<file path="src/rtl/adc_capture_seq.sv">
// adc_capture_seq: ADC clock generator, sample latch, start/trigger/count
// capture sequencer and first-word-fall-through sample FIFO.
module adc_capture_seq #(
  parameter int CLK_DIV = 4,
  parameter int DEPTH   = 16,
  parameter int ADDR_W  = 4
) (
  input  logic        i_clk,
  input  logic        i_rst,
  input  logic        i_start,
  input  logic [15:0] i_count,
  input  logic        i_trig_en,
  input  logic [7:0]  i_trig_level,
  output logic        o_adc_clk,
  input  logic [7:0]  i_adc_data,
  output logic        o_busy,
  output logic        o_done,
  output logic        o_overrun,
  output logic        o_rd_valid,
  output logic [7:0]  o_rd_data,
  input  logic        i_rd_ready
);

  localparam int DIV_W = $clog2(CLK_DIV);
  localparam logic [DIV_W-1:0] DIV_HALF = DIV_W'(CLK_DIV / 2);
  localparam logic [DIV_W-1:0] DIV_LAST = DIV_W'(CLK_DIV - 1);

  typedef enum logic [1:0] {S_IDLE, S_ARM, S_CAPTURE} state_t;

  logic [DIV_W-1:0]  div_q;
  logic [DIV_W-1:0]  div_d;
  logic              adc_clk_q;
  logic              strobe;
  logic [7:0]        smp_q;
  logic              smp_vld_q;

  state_t            state_q;
  logic [15:0]       cnt_q;
  logic              trig_en_q;
  logic [7:0]        level_q;
  logic [7:0]        prev_q;
  logic              prev_vld_q;
  logic              busy_q;
  logic              done_q;
  logic              overrun_q;

  logic [7:0]        mem_q [DEPTH];
  logic [ADDR_W:0]   wr_ptr_q;
  logic [ADDR_W:0]   rd_ptr_q;
  logic              empty;
  logic              full;
  logic              rd_fire;
  logic              trig_hit;
  logic              capture;
  logic              wr_en;

  assign div_d  = (div_q == DIV_LAST) ? '0 : div_q + DIV_W'(1);
  // The strobe sits one i_clk after the ADC clock falls, when its output is stable.
  assign strobe = (div_q == DIV_HALF);

  // Free-running divider; the ADC clock is registered from the next divider value
  // so it is high exactly while div is in the lower half of the period.
  always_ff @(posedge i_clk) begin
    if (i_rst) begin
      div_q     <= '0;
      adc_clk_q <= 1'b1;
    end else begin
      div_q     <= div_d;
      adc_clk_q <= (div_d < DIV_HALF);
    end
  end

  // Latch the ADC bus on the strobe; smp_vld marks the cycle the sample is usable.
  always_ff @(posedge i_clk) begin
    if (i_rst) begin
      smp_q     <= '0;
      smp_vld_q <= 1'b0;
    end else begin
      smp_vld_q <= strobe;
      if (strobe) smp_q <= i_adc_data;
    end
  end

  assign empty    = (wr_ptr_q == rd_ptr_q);
  assign full     = (wr_ptr_q[ADDR_W] != rd_ptr_q[ADDR_W]) &&
                    (wr_ptr_q[ADDR_W-1:0] == rd_ptr_q[ADDR_W-1:0]);
  assign rd_fire  = !empty && i_rd_ready;
  // The first sample after arming has prev_vld low, so it can never trigger.
  assign trig_hit = prev_vld_q && (prev_q < level_q) && (smp_q >= level_q);
  assign capture  = smp_vld_q &&
                    ((state_q == S_CAPTURE) ||
                     ((state_q == S_ARM) && (!trig_en_q || trig_hit)));
  // A read in the same cycle frees a slot, so a full FIFO still accepts the write.
  assign wr_en    = capture && (!full || rd_fire);

  // Sequencer: arm on start, optionally wait for a rising level crossing, then count samples.
  always_ff @(posedge i_clk) begin
    if (i_rst) begin
      state_q    <= S_IDLE;
      busy_q     <= 1'b0;
      done_q     <= 1'b0;
      overrun_q  <= 1'b0;
      prev_vld_q <= 1'b0;
      cnt_q      <= '0;
      trig_en_q  <= 1'b0;
      level_q    <= '0;
    end else begin
      done_q <= 1'b0;
      case (state_q)
        S_IDLE: begin
          if (i_start && (i_count != 16'd0)) begin
            state_q    <= S_ARM;
            busy_q     <= 1'b1;
            cnt_q      <= i_count;
            trig_en_q  <= i_trig_en;
            level_q    <= i_trig_level;
            overrun_q  <= 1'b0;
            prev_vld_q <= 1'b0;
          end
        end
        S_ARM, S_CAPTURE: begin
          if ((state_q == S_ARM) && smp_vld_q) begin
            prev_q     <= smp_q;
            prev_vld_q <= 1'b1;
          end
          if (capture) begin
            if (!wr_en) overrun_q <= 1'b1;
            cnt_q <= cnt_q - 16'd1;
            if (cnt_q == 16'd1) begin
              state_q <= S_IDLE;
              busy_q  <= 1'b0;
              done_q  <= 1'b1;
            end else begin
              state_q <= S_CAPTURE;
            end
          end
        end
        default: begin
          state_q <= S_IDLE;
          busy_q  <= 1'b0;
        end
      endcase
    end
  end

  // FIFO pointers with a wrap bit to tell full from empty.
  always_ff @(posedge i_clk) begin
    if (i_rst) begin
      wr_ptr_q <= '0;
      rd_ptr_q <= '0;
    end else begin
      if (wr_en)   wr_ptr_q <= wr_ptr_q + 1'b1;
      if (rd_fire) rd_ptr_q <= rd_ptr_q + 1'b1;
    end
  end

  // FIFO storage; contents are only meaningful between the pointers.
  always_ff @(posedge i_clk) begin
    if (wr_en) mem_q[wr_ptr_q[ADDR_W-1:0]] <= smp_q;
  end

  assign o_adc_clk  = adc_clk_q;
  assign o_busy     = busy_q;
  assign o_done     = done_q;
  assign o_overrun  = overrun_q;
  assign o_rd_valid = !empty;
  assign o_rd_data  = empty ? 8'h00 : mem_q[rd_ptr_q[ADDR_W-1:0]];

endmodule

</file>
<file path="config.mk">
export PLATFORM = sky130hd
export DESIGN_NAME = adc_capture_seq
export DESIGN_NICKNAME = d
export VERILOG_FILES = /design/src/rtl/adc_capture_seq.sv
export SDC_FILE = /design/constraint.sdc
export NUM_CORES = 1
export LEC_CHECK = 0
export CAP_MARGIN = 20
export CELL_PAD_IN_SITES_DETAIL_PLACEMENT = 0
export CELL_PAD_IN_SITES_GLOBAL_PLACEMENT = 1
export CORE_MARGIN = 4
export CORE_UTILIZATION = 48
export CTS_CLUSTER_DIAMETER = 50
export DETAILED_ROUTE_END_ITERATION = 8
export DONT_BUFFER_PORTS = 1
export PLACE_DENSITY_LB_ADDON = 0.3
export SLEW_MARGIN = 20
export SYNTH_ARGS = -nofsm -noshare
export SYNTH_HDL_FRONTEND = slang
export SYNTH_SLANG_ARGS = --single-unit
</file>
<file path="constraint.sdc">
create_clock -name i_clk -period 3 [get_ports i_clk]
set_clock_uncertainty 0.15 [all_clocks]
set_input_delay 0.6 -clock i_clk [delete_from_list [all_inputs] [get_ports i_clk]]
set_output_delay 0.6 -clock i_clk [all_outputs]
set_load 0.005 [all_outputs]
</file>
* After elaboration in Yosys (flattened, before gate mapping) *
Memory sizes are Yosys's and may differ from the RTL's. A register that Yosys moved wholly into a read port is not among the register bits.
Cells that the tools add are included.

storage, ports and cells
  register bits after elaboration = 61
  memory bits (writable) = 128
  input bits = 37
  output and inout bits = 13
  word-level logic and storage cells = 90
  memories = 1

memory list
  name   words  bits a word  rd ports  clocked after memory_dff  write ports  line  RTL
  mem_q  16     8            1         1                         1            47    logic [7:0] mem_q [DEPTH];

operators by class
  $add $sub $neg = 4
  $lt $le $gt $ge = 3
  eq/ne operators = 13
  muxes and demuxes = 24
  bitwise logic cells = 3
  reductions and logical operators = 27

operator list
  cell                                                number
  two-way mux 16 bit                                  2
  one-hot mux 16 bit (2 select lines)                 1
  == test 16 x 1 -> 1 bit, second input constant      1
  nonzero test 16 bit                                 1
  subtractor 16 x 1 -> 16 bit, second input constant  1
  AND reduction 3 bit                                 4
  adder 5 x 1 -> 5 bit, second input constant         2
  two-way mux 1 bit                                   10
  != test 2 bit, second input constant                5
  logical AND 1 bit                                   9
  >= comparator 8 bit                                 1
  < comparator 8 bit                                  1
  two-way mux 2 bit                                   4
  two-way mux 4 bit                                   2
  two-way mux 8 bit                                   1
  == test 2 bit, second input constant                3
  one-hot mux 1 bit (2 select lines)                  3
  == test 5 bit                                       1
  == test 4 bit                                       1
  one-hot mux 2 bit (2 select lines)                  1
  AND reduction 2 bit                                 2
  AND reduction 4 bit                                 1
  logical NOT 1 bit                                   3
  logical OR 1 bit                                    3
  other kinds (9)                                     11

* Logic depth before layout (Yosys ltp) *
Gate-level depths: netlist (run 1).

  depth in word-level cells = 11
  mapped depth = 9
  gate-level depth less buffers = 8

* Least setup slack after synthesis (run 1) *
Ideal clock, no wire load.

  path kind = register to register
  start = register level_q[6]
  end = memory mem_q[0][0] (enable)
  library setup time = 383 ps
  arrival time = 2636 ps
  required time = 2467 ps
  path slack = -170 ps
  stages on the path, launching flop included = 9
  path buffers = 0
  path through = dfxtp_1 -> inv_1 -> ha_1 -> a21o_1 -> a2111oi_2 -> nor2_1 -> nor4_4 -> nand2_1 -> nor3_1

between the ends
  cells in the longest elaborated chain, start to end = 10
  elaborated cells on any way between the ends = 11
  those cells by class = order compare (2); mux (2); reduce/logical (7)

ends and longest elaborated chain
  item                                       line  RTL
  start: declaration                         40    logic [7:0] level_q;
  start signal: assignment                   116   level_q <= i_trig_level;
  < comparator 8 bit                         89    assign trig_hit = prev_vld_q && (prev_q < level_q) && (smp_q >= level_q);
  logical AND 1 bit                          89
  logical AND 1 bit *                        89
  logical OR 1 bit *                         92    ((state_q == S_ARM) && (!trig_en_q || trig_hit)));
  logical AND 1 bit *                        92
  logical OR 1 bit *                         91    ((state_q == S_CAPTURE) ||
  logical AND 1 bit *                        90    assign capture = smp_vld_q &&
  logical AND 1 bit *                        94    assign wr_en = capture && (!full || rd_fire);
  two-way mux 1 bit *                        159   if (wr_en) mem_q[wr_ptr_q[ADDR_W-1:0]] <= smp_q;
  two-way mux 1 bit (not written as such) *  159
  end: declaration                           47

Every way passes the cells marked *; elsewhere a longest branch is shown, timed or not.

==> results of run 1 <==
## Yosys cell counts (10+ instances only)
library cell / instances
edfxtp_1: 136
dfxtp_1: 57
nor2_1: 56
mux4_2: 32
mux2i_1: 29
ha_1: 28
nand2_1: 24
inv_1: 21
a211oi_1: 20
nor3_1: 17
clkbuf_1: 16
a31oi_1: 15
nor2b_1: 14
a21oi_1: 10
nand4_1: 10
## kinds of logic (layout without fill, tap and decap cells)
kind of cell    count (synthesis)  in the layout  share of synthesized area
buf+inv                        57             99                     0.0306
flops                         193            193                      0.618
mux                            63             63                      0.122
fa+ha+maj                      28             28                     0.0414
xor+xnor                       10             10                     0.0104
simple gates                  161            161                     0.0992
compound gates                 89             89                     0.0781
## metrics by stage
stage	setup slack [ns]	hold slack, ns
6_report	0.137	0.0773
5_1_grt	0.00476	0.0632
4_1_cts	0.0214	0.0654
3_5_place_dp	0.159	0.306
3_3_place_gp	0.186	0.286
2_1_floorplan	0.0383	0.276
## layer usage
layer | track usage | vias to the layer above | wire length [um]
li1 | - | 2375 | -
met1 | 0.253 | 2481 | 8040
met2 | 0.306 | 143 | 8680
met3 | 0.0529 | 27 | 1080
met4 | 0.0525 | 0 | 289
met5 | 0 | - | 0
## final timing paths
check | start | endpoint | slack [ns] | depth (start not counted)
worst min-delay path | i_rst | cnt_q[3]$_SDFFE_PP0P_ | 0.08 | 1
worst max-delay path | flip-flop | o_rd_data[7] | 0.14 | 4
worst min register to register | div_q[0]$_SDFF_PP0_ | div_q[0]$_SDFF_PP0_ | 0.31 | 1
worst max register to register | level_q[2]$_SDFFE_PP0P_ | o_busy$_SDFFE_PP0P_ | 0.20 | 9
## final cells by class
cell class              count  area (sq um)  share of cell area
multi-input cells         351          3000               0.315
flip-flops and latches    193          5230               0.550
clock buffers              18           429              0.0451
repair buffers             45           350              0.0369
clock inverters            14           136              0.0143
inverters                  22          82.6             0.00869
well taps                 225           282              0.0296
## report_power, final
group,internal (W),switching [W]
logic,0.000568,0.000937
clock network,0.00122,0.000964
registers,0.00301,0.000144
## worst reg2reg max path, stage by stage (launching register included)
cell	delay, ns
dfxtp_1	0.33
inv_1	0.07
ha_1	0.28
a211oi_1	0.22
o21ai_0	0.13
a211oi_1	0.57
buf_4	0.25
o31a_1	0.34
nor3b_1	0.10
o221a_2	0.25
## flip-flops by register name (all words and copies together) (netlist names), named ones only
name and flops:
prev_q 8, smp_vld_q 1, o_overrun 1, prev_vld_q 1, o_done 1, rd_ptr_q 5
wr_ptr_q 5, div_q 2, o_adc_clk 1, trig_en_q 1, mem_q 128, cnt_q 16
level_q 8, smp_q 8, o_busy 1, state_q 2
## repair_timing
action,4_1_cts,5_1_grt
pin swaps,0,1
gates cloned,0,0
setup endpoints to repair,4,65
setup buffers,0,1
gates resized for setup,1,2
==> flow_metrics.tcl, run 1 <==
set metrics [dict create \
    io_buffers 0 \
    overflow 0 \
    maxSlewHeadroom 0.395 \
    async_reset_ff_frac 0 \
    ys_warn_count 0 \
    rsz0062_at_grt "no" \
    endpoint_kind "primary output" \
    slew_viol_final 0 \
    fin_crit_ns 2.86 \
    grt_pass1_wl_um 28600 \
    routabilityCongestion 0.786 \
    leakage_nw 3.22 \
    dieArea_sq_um 19800 \
    fill_cells 1426 \
    power_w 0.00684 \
    ant_nets 0 \
    syn2layout_area_growth_pct 12.4 \
    instances_no_fill 868 \
    ir_worst_vdd_mv 0.551 \
    synth_edf_count 136 \
    fp-row-count 48 \
    design.core.area_sq_um 17300 \
    min_path_type "in2reg" \
    crit_chain "buf_12 > mux4_2 > a211oi_1 > a211oi_1" \
    cts_tree "yes" \
    final.setup.tns_ns 0 \
    wl_per_cell_um 20.8 \
    antenna_found_initial 0 \
    fin_area_sq_um 9510 \
    required_ns 2.25 \
    placed_area_sq_um 8920 \
    hold_viol 0 \
    die_h_um 141 \
    syn_nets 666 \
    syn_area_sq_um 8450 \
    worst_pin_slew_ns 0.905 \
    critPathMostFrequentCell "a211oi_1" \
    grtUsageTotal 0.189 \
    setup_violations 0 \
    synth_top_area_cell "edfxtp_1" \
    fin_util 0.550 \
    cp_slowest_cell "mux4_2" \
    crit_buf_inv 1 \
    synth_flop_cell "edfxtp_1" \
    cp_top_family "multiplexers" \
    final_common_cell "edfxtp_1" \
    path_class "reg2out" \
    antenna_cells 0 \
    drtIter0Drc 414 \
    grt_max_degree 54 \
    drtPass1Iterations 5 \
    status "finished, final reports clean" \
    cellPowerDensity_nw_per_um2 720 \
    cts_root_buf "clkbuf_16" \
    clk_pin_slew_ns 0.07 \
    dp_hpwl_um 12700 \
    first_global_vias 5112 \
    synth_cell_types 62 \
    clk-insertion-delay-late_ns 0.43 \
    h-tree-depth 4 \
    cp.arrival_ns 2.11 \
    drc 0 \
    synth_cells 601 \
    mostFrequentLayoutCells "edfxtp_1, nor2_1, dfxtp_1" \
    ys_seq_area_frac 0.618 \
    post-place-cells 835 \
    io_pins 50 \
    nNetsFinal 695 \
    cts_buffers 17 \
    drt_wl_total_um 18100 \
    postCtsHoldBufs 0 \
    vias 5026 \
    yosys.area.top_type_share 0.483 \
    crit_path_start_kind "flip-flop" \
    syn_area_per_cell_sq_um 14.1 \
    max_freq_mhz 349 \
    critPathMaxStageDelay_ns 0.52 \
    detail_route.vias_per_cell 5.79 \
    synth-seq-cells 193 \
    crit_fanout 16 \
    die_w_um 141 \
    cts_sinks 193 \
    cap_viol_max_count 0 \
    clock_path_buffers 2 \
    layout-drive-gt1-share 0.194 \
    start_util 0.489 \
    synth.area.top_cells "edfxtp_1, dfxtp_1, mux4_2, ha_1, mux2i_1" \
    min_period_over_period 0.954 \
]
(Power assumes the default switching activity.)
==> inputs of run 2 (changes only) <==
- MAX_ROUTING_LAYER: unset -> met4
==> flow_metrics.tcl, run 2 (same netlist as run 1, synthesis figures left out) <==
set metrics [dict create \
    power_switching_share 0.299 \
    final_common_cell "edfxtp_1" \
    cts_buffers 17 \
    pwr-share-comb 0.222 \
    p_seq_frac 0.460 \
    vias 5033 \
    pwr-share-clk 0.318 \
    cts_sinks 193 \
    ant_nets 0 \
    required_ns 2.25 \
    hold_slack_ns 0.0799 \
    cp.arrival_ns 2.11 \
    io_pins 50 \
    grtUsageTotal 0.195 \
    crit_chain "buf_12 > mux4_2 > a211oi_1 > a211oi_1" \
    cts_tree "yes" \
    start_util 0.489 \
    design.core.area_sq_um 17300 \
    dp_hpwl_um 12700 \
    antenna_cells 0 \
    layout-drive-gt1-share 0.196 \
    placed_area_sq_um 8920 \
    fin_area_sq_um 9510 \
    syn2layout_area_growth_pct 12.5 \
    clk-insertion-delay-late_ns 0.43 \
    wl_per_cell_um 20.9 \
    crit_fanout 16 \
    critPathMaxStageDelay_ns 0.52 \
    mostFrequentLayoutCells "edfxtp_1, nor2_1, dfxtp_1" \
    fill_cells 1425 \
    grt_max_degree 54 \
    p_sw_w 0.00205 \
    post-place-ws_ns 0.159 \
    max_freq_mhz 350 \
    die_h_um 141 \
    leakage_nw 3.22 \
    min_path_type "in2reg" \
    drtIter0Drc 429 \
    drt_wl_total_um 18100 \
    setup_violations 0 \
    clock_path_buffers 2 \
    cellPowerDensity_nw_per_um2 720 \
    cp_top_family "multiplexers" \
    worst_pin_slew_ns 0.900 \
    largest_reg_flops 128 \
    overflow 0 \
    h-tree-depth 4 \
    critPathMostFrequentCell "a211oi_1" \
    min_period_over_period 0.953 \
    fp-row-count 48 \
    routabilityCongestion 0.797 \
    rsz0062_at_grt "no" \
    nNetsFinal 695 \
    internal_power_w 0.00480 \
    hold_viol 0 \
    drc 0 \
    first_global_vias 5107 \
    path_class "reg2out" \
    die_w_um 141 \
    final.setup.tns_ns 0 \
    cp_slowest_cell "mux4_2" \
    endpoint_kind "primary output" \
    maxSlewHeadroom 0.398 \
    dieArea_sq_um 19800 \
    fin_crit_ns 2.86 \
    slew_viol_final 0 \
    crit_buf_inv 1 \
    layout_setup_ws_ns 0.142 \
    crit_path_start_kind "flip-flop" \
    io_buffers 0 \
    clk_pin_slew_ns 0.07 \
    drtPass1Iterations 5 \
    cap_viol_max_count 0 \
    grt_pass1_wl_um 28600 \
    detail_route.vias_per_cell 5.80 \
    antenna_found_initial 0 \
    cts_root_buf "clkbuf_16" \
    ir_worst_vdd_mv 0.551 \
    status "finished, final reports clean" \
]
-- run 2: cell count changes in the layout (fill, tap and decap cells not counted) --
cell,delta
a211oi_2,+1
a211oi_1,-1
-- run 2: per-stage QoR --
| stage | util | total power [W] | instances |
|---|---|---|---|
| 3_3_place_gp | 0.516 | 0.00468 | 835 |
| 5_1_grt | 0.550 | 0.00718 | 868 |
| 2_1_floorplan | - | 0.00435 | 601 |
| 6_report | 0.550 | 0.00685 | 868 |
| 4_1_cts | 0.549 | 0.00687 | 867 |
| 3_5_place_dp | 0.516 | 0.00470 | 835 |
-- run 2: what timing repair did --
item / in CTS / in global routing
hold buffers: 0 / 0
setup endpoints to repair: 4 / 67
setup buffers: 0 / 1
endpoints found under the hold margin: 0 / 0
pin swaps: 0 / 1
gates resized for setup: 1 / 3
-- run 2: final timing paths --
kind | depth (start not counted) | slack [ns] | startpoint | end
worst max-delay path | 4 | 0.14 | flip-flop | o_rd_data[7]
worst min-delay path | 1 | 0.08 | i_rst | cnt_q[3]$_SDFFE_PP0P_
worst max register to register | 10 | 0.26 | level_q[6]$_SDFFE_PP0P_ | mem_q[12][7]$_DFFE_PP_
worst min register to register | 1 | 0.31 | div_q[0]$_SDFF_PP0_ | div_q[0]$_SDFF_PP0_
-- run 2: per-layer routing --
metal / GRT usage / wire length (um) / vias to the layer above
li1: - / - / 2372
met1: 0.257 / 8240 / 2487
met2: 0.306 / 8730 / 146
met3: 0.0448 / 862 / 28
met4: 0.0571 / 306 / 0
met5: - / 0 / -
-- run 2: power groups by stage --
stage | Sequential, W | Combinational [W] | Clock, W
2_1_floorplan | 0.00317 | 0.00118 | 0
3_3_place_gp | 0.00319 | 0.00148 | 0
3_5_place_dp | 0.00320 | 0.00150 | 0
4_1_cts | 0.00315 | 0.00151 | 0.00222
5_1_grt | 0.00317 | 0.00168 | 0.00234
6_report | 0.00315 | 0.00152 | 0.00218
-- run 2: area by class of cell --
type / instances / area (sq um) / share of cell area
inverters: 22 / 82.6 / 0.00868
clock inverters: 14 / 136 / 0.0143
multi-input cells: 351 / 3000 / 0.315
well taps: 225 / 282 / 0.0296
repair buffers: 45 / 350 / 0.0368
clock buffers: 18 / 429 / 0.0451
flip-flops and latches: 193 / 5230 / 0.550
==> inputs of run 3 (changes only) <==
- MAX_ROUTING_LAYER: met4 -> unset
==> results of run 3 <==
Same layout as run 1: the final DEF is identical, and so are final timing and power.
